<file path="config.mk">
export PLATFORM = sky130hd
export DESIGN_NAME = uart_debug_tx
export DESIGN_NICKNAME = d
export VERILOG_FILES = /design/src/rtl/fpga_debug_pkg.sv /design/src/rtl/uart_tx_byte.sv /design/src/rtl/uart_debug_tx.sv
export SDC_FILE = /design/constraint.sdc
export NUM_CORES = 1
export LEC_CHECK = 0
export ABC_AREA = 1
export CAP_MARGIN = 20
export CORE_MARGIN = 5
export CORE_UTILIZATION = 40
export DETAILED_ROUTE_END_ITERATION = 12
export DONT_BUFFER_PORTS = 1
export PLACE_DENSITY = 0.52
export RECOVER_POWER = 25
export SLEW_MARGIN = 20
export SYNTH_ARGS = -nofsm -noshare
export SYNTH_HDL_FRONTEND = slang
export SYNTH_SLANG_ARGS = --single-unit
</file>
<file path="constraint.sdc">
create_clock -name clk -period 3.1 [get_ports clk]
set_clock_uncertainty 0.05 [all_clocks]
set_input_delay 0.62 -clock clk [delete_from_list [all_inputs] [get_ports clk]]
set_output_delay 0.62 -clock clk [all_outputs]
set_load 0.005 [all_outputs]
</file>
<file path="src/rtl/fpga_debug_pkg.sv">
// Shared constants, line FSM state and message formatting helpers for the FPGA debug monitors.
package fpga_debug_pkg;

    localparam int unsigned DBG_MSG_LEN = 21;
    localparam int unsigned FRAME_BITS  = 10;

    localparam logic [7:0] ASCII_P          = 8'h50;
    localparam logic [7:0] ASCII_I          = 8'h49;
    localparam logic [7:0] ASCII_SP         = 8'h20;
    localparam logic [7:0] ASCII_CR         = 8'h0D;
    localparam logic [7:0] ASCII_LF         = 8'h0A;
    localparam logic [7:0] ASCII_0          = 8'h30;
    localparam logic [7:0] ASCII_A_MINUS_10 = 8'h37;

    typedef enum logic [0:0] {StIdle, StSend} line_state_e;

    function automatic logic [7:0] hex_ascii(input logic [3:0] nib);
        return (nib < 4'd10) ? (ASCII_0 + {4'd0, nib}) : (ASCII_A_MINUS_10 + {4'd0, nib});
    endfunction

    // Byte at position idx of "Pxxxxxxxx Ixxxxxxxx\r\n", most significant nibble first.
    function automatic logic [7:0] msg_byte(input logic [4:0] idx, input logic [31:0] pc,
                                            input logic [31:0] instr);
        logic [7:0] b;
        b = ASCII_LF;
        if (idx == 5'd0) begin
            b = ASCII_P;
        end else if (idx <= 5'd8) begin
            b = hex_ascii(4'(pc >> (4 * (8 - 32'(idx)))));
        end else if (idx == 5'd9) begin
            b = ASCII_SP;
        end else if (idx == 5'd10) begin
            b = ASCII_I;
        end else if (idx <= 5'd18) begin
            b = hex_ascii(4'(instr >> (4 * (18 - 32'(idx)))));
        end else if (idx == 5'd19) begin
            b = ASCII_CR;
        end
        return b;
    endfunction

endpackage

</file>
<file path="src/rtl/uart_tx_byte.sv">
// 8N1 byte serializer with a per-bit baud counter; ready during the final stop-bit cycle.
module uart_tx_byte
    import fpga_debug_pkg::*;
#(
    parameter int unsigned CLKS_PER_BIT = 868
) (
    input  logic       clk,
    input  logic       reset_n,
    input  logic       tx_valid,
    input  logic [7:0] tx_data,
    output logic       tx_ready,
    output logic       txd
);

    localparam int unsigned CntW = (CLKS_PER_BIT > 1) ? $clog2(CLKS_PER_BIT) : 1;

    logic                active_q, active_d;
    logic [CntW-1:0]     cnt_q, cnt_d;
    logic [3:0]          bit_q, bit_d;
    logic [FRAME_BITS-1:0] shift_q, shift_d;
    logic                bit_end;

    assign bit_end  = (cnt_q == CntW'(CLKS_PER_BIT - 1));
    assign tx_ready = !active_q || (bit_end && (bit_q == 4'(FRAME_BITS - 1)));
    assign txd      = active_q ? shift_q[0] : 1'b1;

    always_comb begin
        active_d = active_q;
        cnt_d    = cnt_q;
        bit_d    = bit_q;
        shift_d  = shift_q;
        if (tx_valid && tx_ready) begin
            active_d = 1'b1;
            cnt_d    = '0;
            bit_d    = '0;
            shift_d  = {1'b1, tx_data, 1'b0};
        end else if (active_q) begin
            if (bit_end) begin
                cnt_d = '0;
                if (bit_q == 4'(FRAME_BITS - 1)) begin
                    active_d = 1'b0;
                end else begin
                    bit_d   = bit_q + 4'd1;
                    shift_d = {1'b1, shift_q[FRAME_BITS-1:1]};
                end
            end else begin
                cnt_d = cnt_q + 1'b1;
            end
        end
    end

    always_ff @(posedge clk or negedge reset_n) begin
        if (!reset_n) begin
            active_q <= 1'b0;
            cnt_q    <= '0;
            bit_q    <= '0;
            shift_q  <= '1;
        end else begin
            active_q <= active_d;
            cnt_q    <= cnt_d;
            bit_q    <= bit_d;
            shift_q  <= shift_d;
        end
    end

endmodule

</file>
<file path="src/rtl/uart_debug_tx.sv">
// Snapshots PC/instruction on a trigger and streams them as one ASCII hex line over UART 8N1.
module uart_debug_tx
    import fpga_debug_pkg::*;
#(
    parameter int unsigned CLK_FREQ_HZ = 100_000_000,
    parameter int unsigned BAUD        = 115_200,
    parameter int unsigned XLEN        = 32
) (
    input  logic            clk,
    input  logic            reset_n,
    input  logic            trigger,
    input  logic [XLEN-1:0] pc_in,
    input  logic [XLEN-1:0] instr_in,
    output logic            uart_txd,
    output logic            busy,
    output logic [7:0]      drop_count
);

    localparam int unsigned CLKS_PER_BIT = CLK_FREQ_HZ / BAUD;

    if (CLKS_PER_BIT < 4) begin : g_baud_check
        $error("uart_debug_tx: CLKS_PER_BIT must be at least 4");
    end
    if (XLEN != 32) begin : g_xlen_check
        $error("uart_debug_tx: only XLEN=32 is supported");
    end

    line_state_e     state_q, state_d;
    logic [4:0]      idx_q, idx_d;
    logic [XLEN-1:0] pc_q, pc_d;
    logic [XLEN-1:0] instr_q, instr_d;
    logic [7:0]      drop_q, drop_d;
    logic            tx_valid, tx_ready;
    logic [7:0]      tx_data;

    assign busy       = (state_q == StSend);
    assign drop_count = drop_q;
    // Index 0 is a constant 'P', so the first byte can launch on the trigger edge itself.
    assign tx_data    = msg_byte(idx_q, pc_q, instr_q);

    always_comb begin
        state_d  = state_q;
        idx_d    = idx_q;
        pc_d     = pc_q;
        instr_d  = instr_q;
        drop_d   = drop_q;
        tx_valid = 1'b0;
        unique case (state_q)
            StIdle: begin
                tx_valid = trigger;
                if (trigger && tx_ready) begin
                    pc_d    = pc_in;
                    instr_d = instr_in;
                    idx_d   = 5'd1;
                    state_d = StSend;
                end
            end
            StSend: begin
                tx_valid = (idx_q < 5'(DBG_MSG_LEN));
                if (trigger && (drop_q != 8'hFF)) begin
                    drop_d = drop_q + 8'd1;
                end
                // With every byte handed off, the next ready marks the last stop-bit cycle.
                if (tx_ready) begin
                    if (tx_valid) begin
                        idx_d = idx_q + 5'd1;
                    end else begin
                        idx_d   = 5'd0;
                        state_d = StIdle;
                    end
                end
            end
            default: state_d = StIdle;
        endcase
    end

    always_ff @(posedge clk or negedge reset_n) begin
        if (!reset_n) begin
            state_q <= StIdle;
            idx_q   <= '0;
            pc_q    <= '0;
            instr_q <= '0;
            drop_q  <= '0;
        end else begin
            state_q <= state_d;
            idx_q   <= idx_d;
            pc_q    <= pc_d;
            instr_q <= instr_d;
            drop_q  <= drop_d;
        end
    end

    uart_tx_byte #(
        .CLKS_PER_BIT(CLKS_PER_BIT)
    ) u_tx_byte (
        .clk     (clk),
        .reset_n (reset_n),
        .tx_valid(tx_valid),
        .tx_data (tx_data),
        .tx_ready(tx_ready),
        .txd     (uart_txd)
    );

endmodule

</file>
==> metrics.md, run 1 <==
| Metric | Value |
|---|---|
| Status | finished clean |
| Average cell area after synthesis | 8.44 sq um |
| Worst-Skew Late Latency | 0.35 ns |
| Path class of the lowest-slack min-delay path | in -> async |
| Final setup viols | 0 |
| Fill cell count | 1345 |
| Met3 wirelength from detailed routing | 568 um |
| Classification of the worst setup path | reg -> reg |
| Setup total negative slack | 0 ns |
| Worst R2R End | u_tx_byte.shift_q[2] |
| First-pass GRT wire length | 20600 um |
| Gate power share | 3.7% |
| Number of synthesized flops with an enable pin | 0 |
| Clock Path Buffers | 2 |
| Wire per inst | 14.5 um |
| Most instantiated library cell after synthesis | sky130_fd_sc_hd__nand2_1 |
| Critical path peak fanout | 15 |
| Port Buffer Count | 0 |
| CTS-repair resized insts | 0 |
| Floorplan core area | 0.0134 sq mm |
| Initial DRC Count | 198 |
| Actual transition at the worst max-transition pin | 0.534 ns |
| Number of clock sinks | 102 |
| Crit. End Element | register |
| Reg2reg setup slack | 0.60 ns |
| Sum of routed wire segments on met1 | 5840 um |
| Die Span X | 127 um |
| Critical Path AT | 2.74 ns |
| Number of clock buffers inserted by TritonCTS | 9 |
| Storage cell area | 0.00256 sq mm |
| Yosys cell types | 38 |
| Global Route Usage Sum | 15.6% |
| Via count of the first global-routing pass | 4166 |
| CTS H-tree depth | 3 |
| R2R Path Start | idx_q[1] |
| Gr ovfl total | 0 |
| Portion of the post-synthesis area used by sequential elements | 46.5% |
| Floorplan die area | 0.0162 sq mm |
| CTS root buf | sky130_fd_sc_hd__clkbuf_16 |
| Cell count after placement | 810 |
| Maximum number of pins on one net before global-route repair | 94 |
| Post-route DRC | 0 |
| Clock transition at path regs | 0.07 ns |
| Fraction of final layout cells with drive strength greater than 1 | 16.6% |
| Sw Ratio | 23.5% |
| Met2 wire length | 5390 um |
| Post-detailed-routing wire length | 12000 um |
| Effective utilization at floorplan | 41.1% |
| Number of maximum-capacitance constraint violations | 0 |
| Area of the multi-input gates | 0.00247 sq mm |
| Fmax | 400 MHz |
| Non-filler instance count after layout | 827 |
| Final weighted congestion of routability-driven global placement | 0.823 |
| Post-CTS Setup Bufs | 0 |
| Die extent in y | 127 um |
| HPWL Detailed | 8720 um |
| Final core utilization | 44.4% |
| TritonCTS clock tree | yes |
| Period utilisation layout | 80.6% |
| Share of power burned in registers | 53.7% |
| Synthesis-to-finish area growth | 7.83% |
| CP startpoint kind | register |
| Share of the synthesized area in the top cell type | 42.2% |
| Leading area contributor after synthesis | sky130_fd_sc_hd__dfrtp_1 |
| Power Density | 452 mW/mm^2 |
| Synth async-reset ratio | 100% |
| Final Hold Vio Count | 0 |
| Vias per inst | 5.02 |
| Initial antenna violation count | 1 |
| Post-synthesis cell count | 653 |
| Most common flop cell mapped by yosys | sky130_fd_sc_hd__dfrtp_1 |
| Unrepaired setup endpoints after global routing | false |
| First-pass detailed-route iteration total | 4 |
| Required time worst endpoint | 3.34 ns |
| Clock network fraction of total power | 42.7% |
| Tmin final | 2.50 ns |
| Uppermost signal routing layer after detailed routing | met5 |
| VDD IR max | 0.239 mV |
| Total inserted antenna cells | 0 |
| Internal power summed over all cells | 2050 uW |
| Ranking of synthesized cells by instance count | sky130_fd_sc_hd__nand2_1 (121), sky130_fd_sc_hd__dfrtp_1 (93), sky130_fd_sc_hd__nor2_1 (77), sky130_fd_sc_hd__inv_1 (69), sky130_fd_sc_hd__nand3_1 (62) |
| Net Count, Synth | 729 |
| Switching power | 632 uW |
| Total Nets Final | 722 |
| Routed Antenna Nets | 0 |
| Final Total Pwr | 2690 uW |
| Max-slew headroom at the worst pin | 64.1% |
| Leakage power | 0.00294 uW |
| Number of standard-cell rows in the floorplan | 42 |
| Number of synthesized register bits | 102 |
| Routed via count | 4154 |
| Final Max Slew Viols | 0 |
| Reg2Reg Depth | 11 |
| Post-Syn Area | 0.00551 sq mm |
| Top-level I/O count | 77 |
| Hold bufs inserted after CTS | 1 |
| Cells taking the most area after synthesis | sky130_fd_sc_hd__dfrtp_1 (42%), sky130_fd_sc_hd__nand2_1 (8.2%), sky130_fd_sc_hd__mux2_2 (7.4%), sky130_fd_sc_hd__nand3_1 (5.6%), sky130_fd_sc_hd__nor2_1 (5.2%) |
| Hold slack final | 0.0639 ns |
| Yosys warning total | 0 |
-- cells in the final DEF (no fill, tap or decap), drive strengths merged, types with 4 or more instances in the layout --
cell | Yosys | routed
clkbuf | 2 | 10
nor3 | 15 | 15
nand4 | 8 | 8
xor2 | 6 | 6
dfrtp | 93 | 93
ha | 9 | 9
nand3 | 62 | 62
mux2 | 36 | 36
dfstp | 9 | 9
xnor2 | 5 | 5
nor2 | 86 | 86
o21ai | 26 | 26
nand2 | 128 | 128
a21oi | 44 | 44
inv | 80 | 83
o211ai | 4 | 4
buf | 23 | 7
a22oi | 5 | 5
-- cells by family after synthesis --
| logic type | after synthesis | synth area share [%] |
|---|---|---|
| AO/OA/AOI/OAI | 85 | 9.19 |
| XOR/XNOR | 11 | 1.88 |
| adder cells (fa/ha/maj) | 9 | 2.04 |
| buffers and inverters | 105 | 8.74 |
| flip-flops | 102 | 46.5 |
| multiplexers | 36 | 7.35 |
| AND/OR/NAND/NOR | 305 | 24.3 |
-- through the flow --
| stage | cell area (sq um) | worst slack [ns] |
|---|---|---|
| after floorplan | 5510 | 0.596 |
| after global placement | 5620 | 0.648 |
| after detailed placement | 5620 | 0.623 |
| after CTS | 5940 | 0.592 |
| after global routing | 5940 | 0.291 |
| final | 5940 | 0.603 |
-- critical path, stage by stage, from the launching register on --
cell	delay (ns)
sky130_fd_sc_hd__dfrtp_1	0.45
sky130_fd_sc_hd__inv_1	0.13
sky130_fd_sc_hd__ha_1	0.31
sky130_fd_sc_hd__inv_2	0.25
sky130_fd_sc_hd__o21ai_0	0.14
sky130_fd_sc_hd__o211ai_1	0.20
sky130_fd_sc_hd__nand3_1	0.18
sky130_fd_sc_hd__ha_1	0.31
sky130_fd_sc_hd__or2_0	0.22
sky130_fd_sc_hd__nand3_1	0.08
sky130_fd_sc_hd__nand2_1	0.05
sky130_fd_sc_hd__nand2_1	0.06
-- state kept, by name (all words and copies together), names as in the netlist --
signal and cells:
instr_q 32, pc_q 32, u_tx_byte.cnt_q 10, u_tx_byte.shift_q 9, drop_count 8, idx_q 5
u_tx_byte.bit_q 4, busy 1, u_tx_byte.active_q 1
-- routing by layer --
metal	GRT usage, %	up-vias
met3	3.96	14
met5	0	-
met1	21.2	1958
li1	-	2111
met2	24.2	69
met4	5.49	2
-- area by class of cell --
class	instances	area share, %
Multi-Input combinational cell	446	41.6
Timing Repair Buffer	7	1.43
Tap cell	176	3.70
Clock inverter	6	1.16
Inverter	80	5.14
Sequential cell	102	43.1
Clock buffer	10	3.85
-- worst max path at each step --
stage,start,endpoint,slack [ns],depth (start not counted)
final,idx_q[1],u_tx_byte.shift_q[2],0.60,11
after global routing,idx_q[0],u_tx_byte.shift_q[1],0.29,15
after CTS,idx_q[1],u_tx_byte.shift_q[2],0.59,11
after detailed placement,idx_q[1],u_tx_byte.shift_q[2],0.62,11
after global placement,idx_q[0],u_tx_byte.shift_q[1],0.65,15
after floorplan,idx_q[0],u_tx_byte.shift_q[2],0.60,15
-- power by group through the flow --
stage               registers, uW  logic (uW)  clock network (uW)
global placement             1470        68.5                   0
finish                       1440        98.1                1150
global route                 1450         119                1240
detailed placement           1470        71.8                   0
floorplan                    1450        62.4                   0
CTS                          1450         102                1190
Note: power is estimated with default switching activity, not from simulation.
==> run 2: changes to the inputs <==
- PLACE_DENSITY: 0.52 -> 0.54
- clock period: 3.1 -> 2.27 ns (I/O delays scaled with it)
==> run 2 against run 1 <==
Largest cell class unchanged. Worst setup slack worse by 0.46 ns. The run now ends with hold timing left. Clock-buffer cell count increased by 2. Die area unchanged. Utilization increased by 1.6 points. Critical endpoint unchanged. Maximum frequency grew 17%. Non-clock buffer count up 12.
==> metrics.md, run 2 (synthesized netlist as in run 1, its figures left out) <==
| Metric | Value |
|---|---|
| Global Route Usage Sum | 15.9% (was 15.6%) |
| Final Max Slew Viols | 0 (unchanged) |
| Status | finished with violations (was finished clean) |
| Leakage power | 0.00303 uW (was 0.00294 uW) |
| Clock transition at path regs | 0.07 ns (about the same) |
| Effective utilization at floorplan | 41.1% (unchanged) |
| Most common cell after layout, fill and taps aside | sky130_fd_sc_hd__nand2_1 (unchanged) |
| Clock Path Buffers | 2 (unchanged) |
| Hold slack final | -0.260 ns (was 0.0639 ns) |
| Violations in the final reports | hold timing |
| Final Total Pwr | 3780 uW (was 2690 uW) |
| TritonCTS clock tree | yes (unchanged) |
| Die Span X | 127 um (unchanged) |
| Switching power | 816 uW (was 632 uW) |
| Commonest cells after routing, fill and taps aside | sky130_fd_sc_hd__nand2_1 (120), sky130_fd_sc_hd__dfrtp_1 (90), sky130_fd_sc_hd__nor2_1 (76) (was sky130_fd_sc_hd__nand2_1 (121), sky130_fd_sc_hd__dfrtp_1 (93), sky130_fd_sc_hd__nor2_1 (77)) |
| Internal power summed over all cells | 2970 uW (was 2050 uW) |
| Classification of the worst setup path | reg -> reg (unchanged) |
| Die extent in y | 127 um (unchanged) |
| Unrepaired setup endpoints after global routing | true (was false) |
| Total Nets Final | 734 (was 722) |
| Required time worst endpoint | 2.51 ns (was 3.34 ns) |
| Gate power share | 2.5% (was 3.7%) |
| HPWL Detailed | 8970 um (was 8720 um) |
| Max-slew headroom at the worst pin | 68.4% (was 64.1%) |
| Path class of the lowest-slack min-delay path | in -> async (unchanged) |
| Fraction of final layout cells with drive strength greater than 1 | 20.4% (was 16.6%) |
| Sw Ratio | 21.6% (was 23.5%) |
| Via count of the first global-routing pass | 4264 (was 4166) |
| Number of clock buffers inserted by TritonCTS | 9 (unchanged) |
| Worst-Skew Late Latency | 0.35 ns (about the same) |
| Final weighted congestion of routability-driven global placement | 0.819 (was 0.823) |
| Period utilisation layout | 93.6% (was 80.6%) |
| Tmin final | 2.13 ns (was 2.50 ns) |
| Biggest registers after layout | instr_q x32, pc_q x32, u_tx_byte.cnt_q x10 (unchanged) |
| Critical Path AT | 2.37 ns (was 2.74 ns) |
| First-pass GRT wire length | 21000 um (was 20600 um) |
| Floorplan core area | 0.0134 sq mm (unchanged) |
| Final setup viols | 0 (unchanged) |
| CP startpoint kind | register (unchanged) |
| Post-detailed-routing wire length | 12000 um (about the same) |
| Total inserted antenna cells | 0 (unchanged) |
| Wire per inst | 14.3 um (was 14.5 um) |
| Vias per inst | 4.99 (was 5.02) |
| CTS H-tree depth | 3 (unchanged) |
| Clock network fraction of total power | 45.3% (was 42.7%) |
| Top-level I/O count | 77 (unchanged) |
| Fmax | 470 MHz (was 400 MHz) |
| Crit. End Element | register (unchanged) |
| Final Hold Vio Count | 102 (was 0) |
| Gr ovfl total | 0 (unchanged) |
| Critical path peak fanout | 6 (was 15) |
| Number of maximum-capacitance constraint violations | 0 (unchanged) |
| Power Density | 614 mW/mm^2 (was 452 mW/mm^2) |
| Floorplan die area | 0.0162 sq mm (unchanged) |
| Maximum number of pins on one net before global-route repair | 103 (was 94) |
| Total placed instance area | 0.00572 sq mm (was 0.00562 sq mm) |
| Routed via count | 4190 (was 4154) |
| Actual transition at the worst max-transition pin | 0.469 ns (was 0.534 ns) |
| Number of standard-cell rows in the floorplan | 42 (unchanged) |
| CTS root buf | sky130_fd_sc_hd__clkbuf_16 (unchanged) |
| Post-route DRC | 0 (unchanged) |
| First-pass detailed-route iteration total | 4 (unchanged) |
| Final Cell Area | 0.00616 sq mm (was 0.00594 sq mm) |
| Synthesis-to-finish area growth | 11.7% (was 7.83%) |
| Routed Antenna Nets | 0 (unchanged) |
| Initial antenna violation count | 1 (unchanged) |
| Number of clock sinks | 102 (unchanged) |
| Share of power burned in registers | 52.2% (was 53.7%) |
| Port Buffer Count | 0 (unchanged) |
| VDD IR max | 0.413 mV (was 0.239 mV) |
| Initial DRC Count | 277 (was 198) |
-- run 2: cell types whose count changed in the layout (fill, tap and decap cells not counted), moves of 3 or more --
cell,delta
sky130_fd_sc_hd__nand3_2,+5
sky130_fd_sc_hd__dfrtp_2,+3
sky130_fd_sc_hd__dfrtp_1,-3
sky130_fd_sc_hd__nand3_1,-5
sky130_fd_sc_hd__nor2_4,+3
sky130_fd_sc_hd__inv_1,-3
sky130_fd_sc_hd__buf_4,+9
-- run 2: through the flow --
stage | TNS (ns) | utilization (%) | setup WS (ns) | instances | hold WS [ns]
finish | 0 | 46.0 | 0.144 | 839 | -0.260
global route | -0.0252 | 46.0 | -0.0219 | 839 | -0.275
CTS | 0 | 45.2 | 0.0167 | 835 | -0.267
floorplan | -0.0177 | - | -0.0177 | 653 | 0.108
global placement | 0 | 42.7 | 0.0449 | 819 | 0.113
detailed placement | 0 | 42.7 | 0.0403 | 819 | 0.113
-- run 2: area by class of cell --
class | count | area, sq um
Clock buffer | 12 | 256
Fill cell | 1316 | 7240
Multi-Input combinational cell | 446 | 2540
Inverter | 80 | 313
Clock inverter | 4 | 77.6
Sequential cell | 102 | 2570
Tap cell | 176 | 220
Timing Repair Buffer | 19 | 188
-- run 2: power groups by stage --
stage	Clock, uW	Combinational, uW	Sequential, uW
4_1_cts	1750	96.5	1970
2_1_floorplan	0	85.2	1980
5_1_grt	1840	110	1980
3_5_place_dp	0	96.1	2010
6_report	1710	94.3	1970
3_3_place_gp	0	93.3	2010
-- run 2: final timing paths --
| check | from | to | slack, ns | cells after the start |
|---|---|---|---|---|
| worst max register to register | idx_q[0] | u_tx_byte.shift_q[2] | 0.14 | 12 |
| worst min-delay path | reset_n | instr_q[20] | -0.26 | 0 |
| worst min register to register | u_tx_byte.shift_q[7] | u_tx_byte.shift_q[7] | 0.42 | 2 |
| max in group asynchronous | reset_n | u_tx_byte.shift_q[0] | 2.20 | 0 |
| worst max-delay path | idx_q[0] | u_tx_byte.shift_q[2] | 0.14 | 12 |
| min in group clk | instr_in[9] | instr_q[9] | 0.20 | 1 |
-- run 2: layer usage --
metal | up-vias | track usage [%] | part of all wire (%) | wire (um)
li1 | 2133 | - | - | -
met4 | 2 | 5.24 | 1.6 | 187
met3 | 14 | 5.76 | 6.5 | 778
met1 | 1964 | 21.8 | 49 | 5870
met5 | - | 0 | 0.058 | 7
met2 | 77 | 23.3 | 43 | 5200
-- run 2: worst max-delay path: stages, from the launching register on --
cell and delay [ns]:
sky130_fd_sc_hd__dfrtp_2 0.41, sky130_fd_sc_hd__inv_4 0.05, sky130_fd_sc_hd__ha_4 0.33, sky130_fd_sc_hd__buf_12 0.12, sky130_fd_sc_hd__o21ai_0 0.07, sky130_fd_sc_hd__o211ai_1 0.19
sky130_fd_sc_hd__nand2_1 0.12, sky130_fd_sc_hd__nor2_4 0.19, sky130_fd_sc_hd__nand2_2 0.11, sky130_fd_sc_hd__or2_0 0.23, sky130_fd_sc_hd__nand3_1 0.07, sky130_fd_sc_hd__nand2_1 0.05
sky130_fd_sc_hd__nand2_1 0.05
-- run 2: timing repair --
action,CTS,global route
buffers inserted,0,4
gates resized for setup,0,22
endpoints found under the hold margin,102,102
endpoints found under the setup margin,0,17
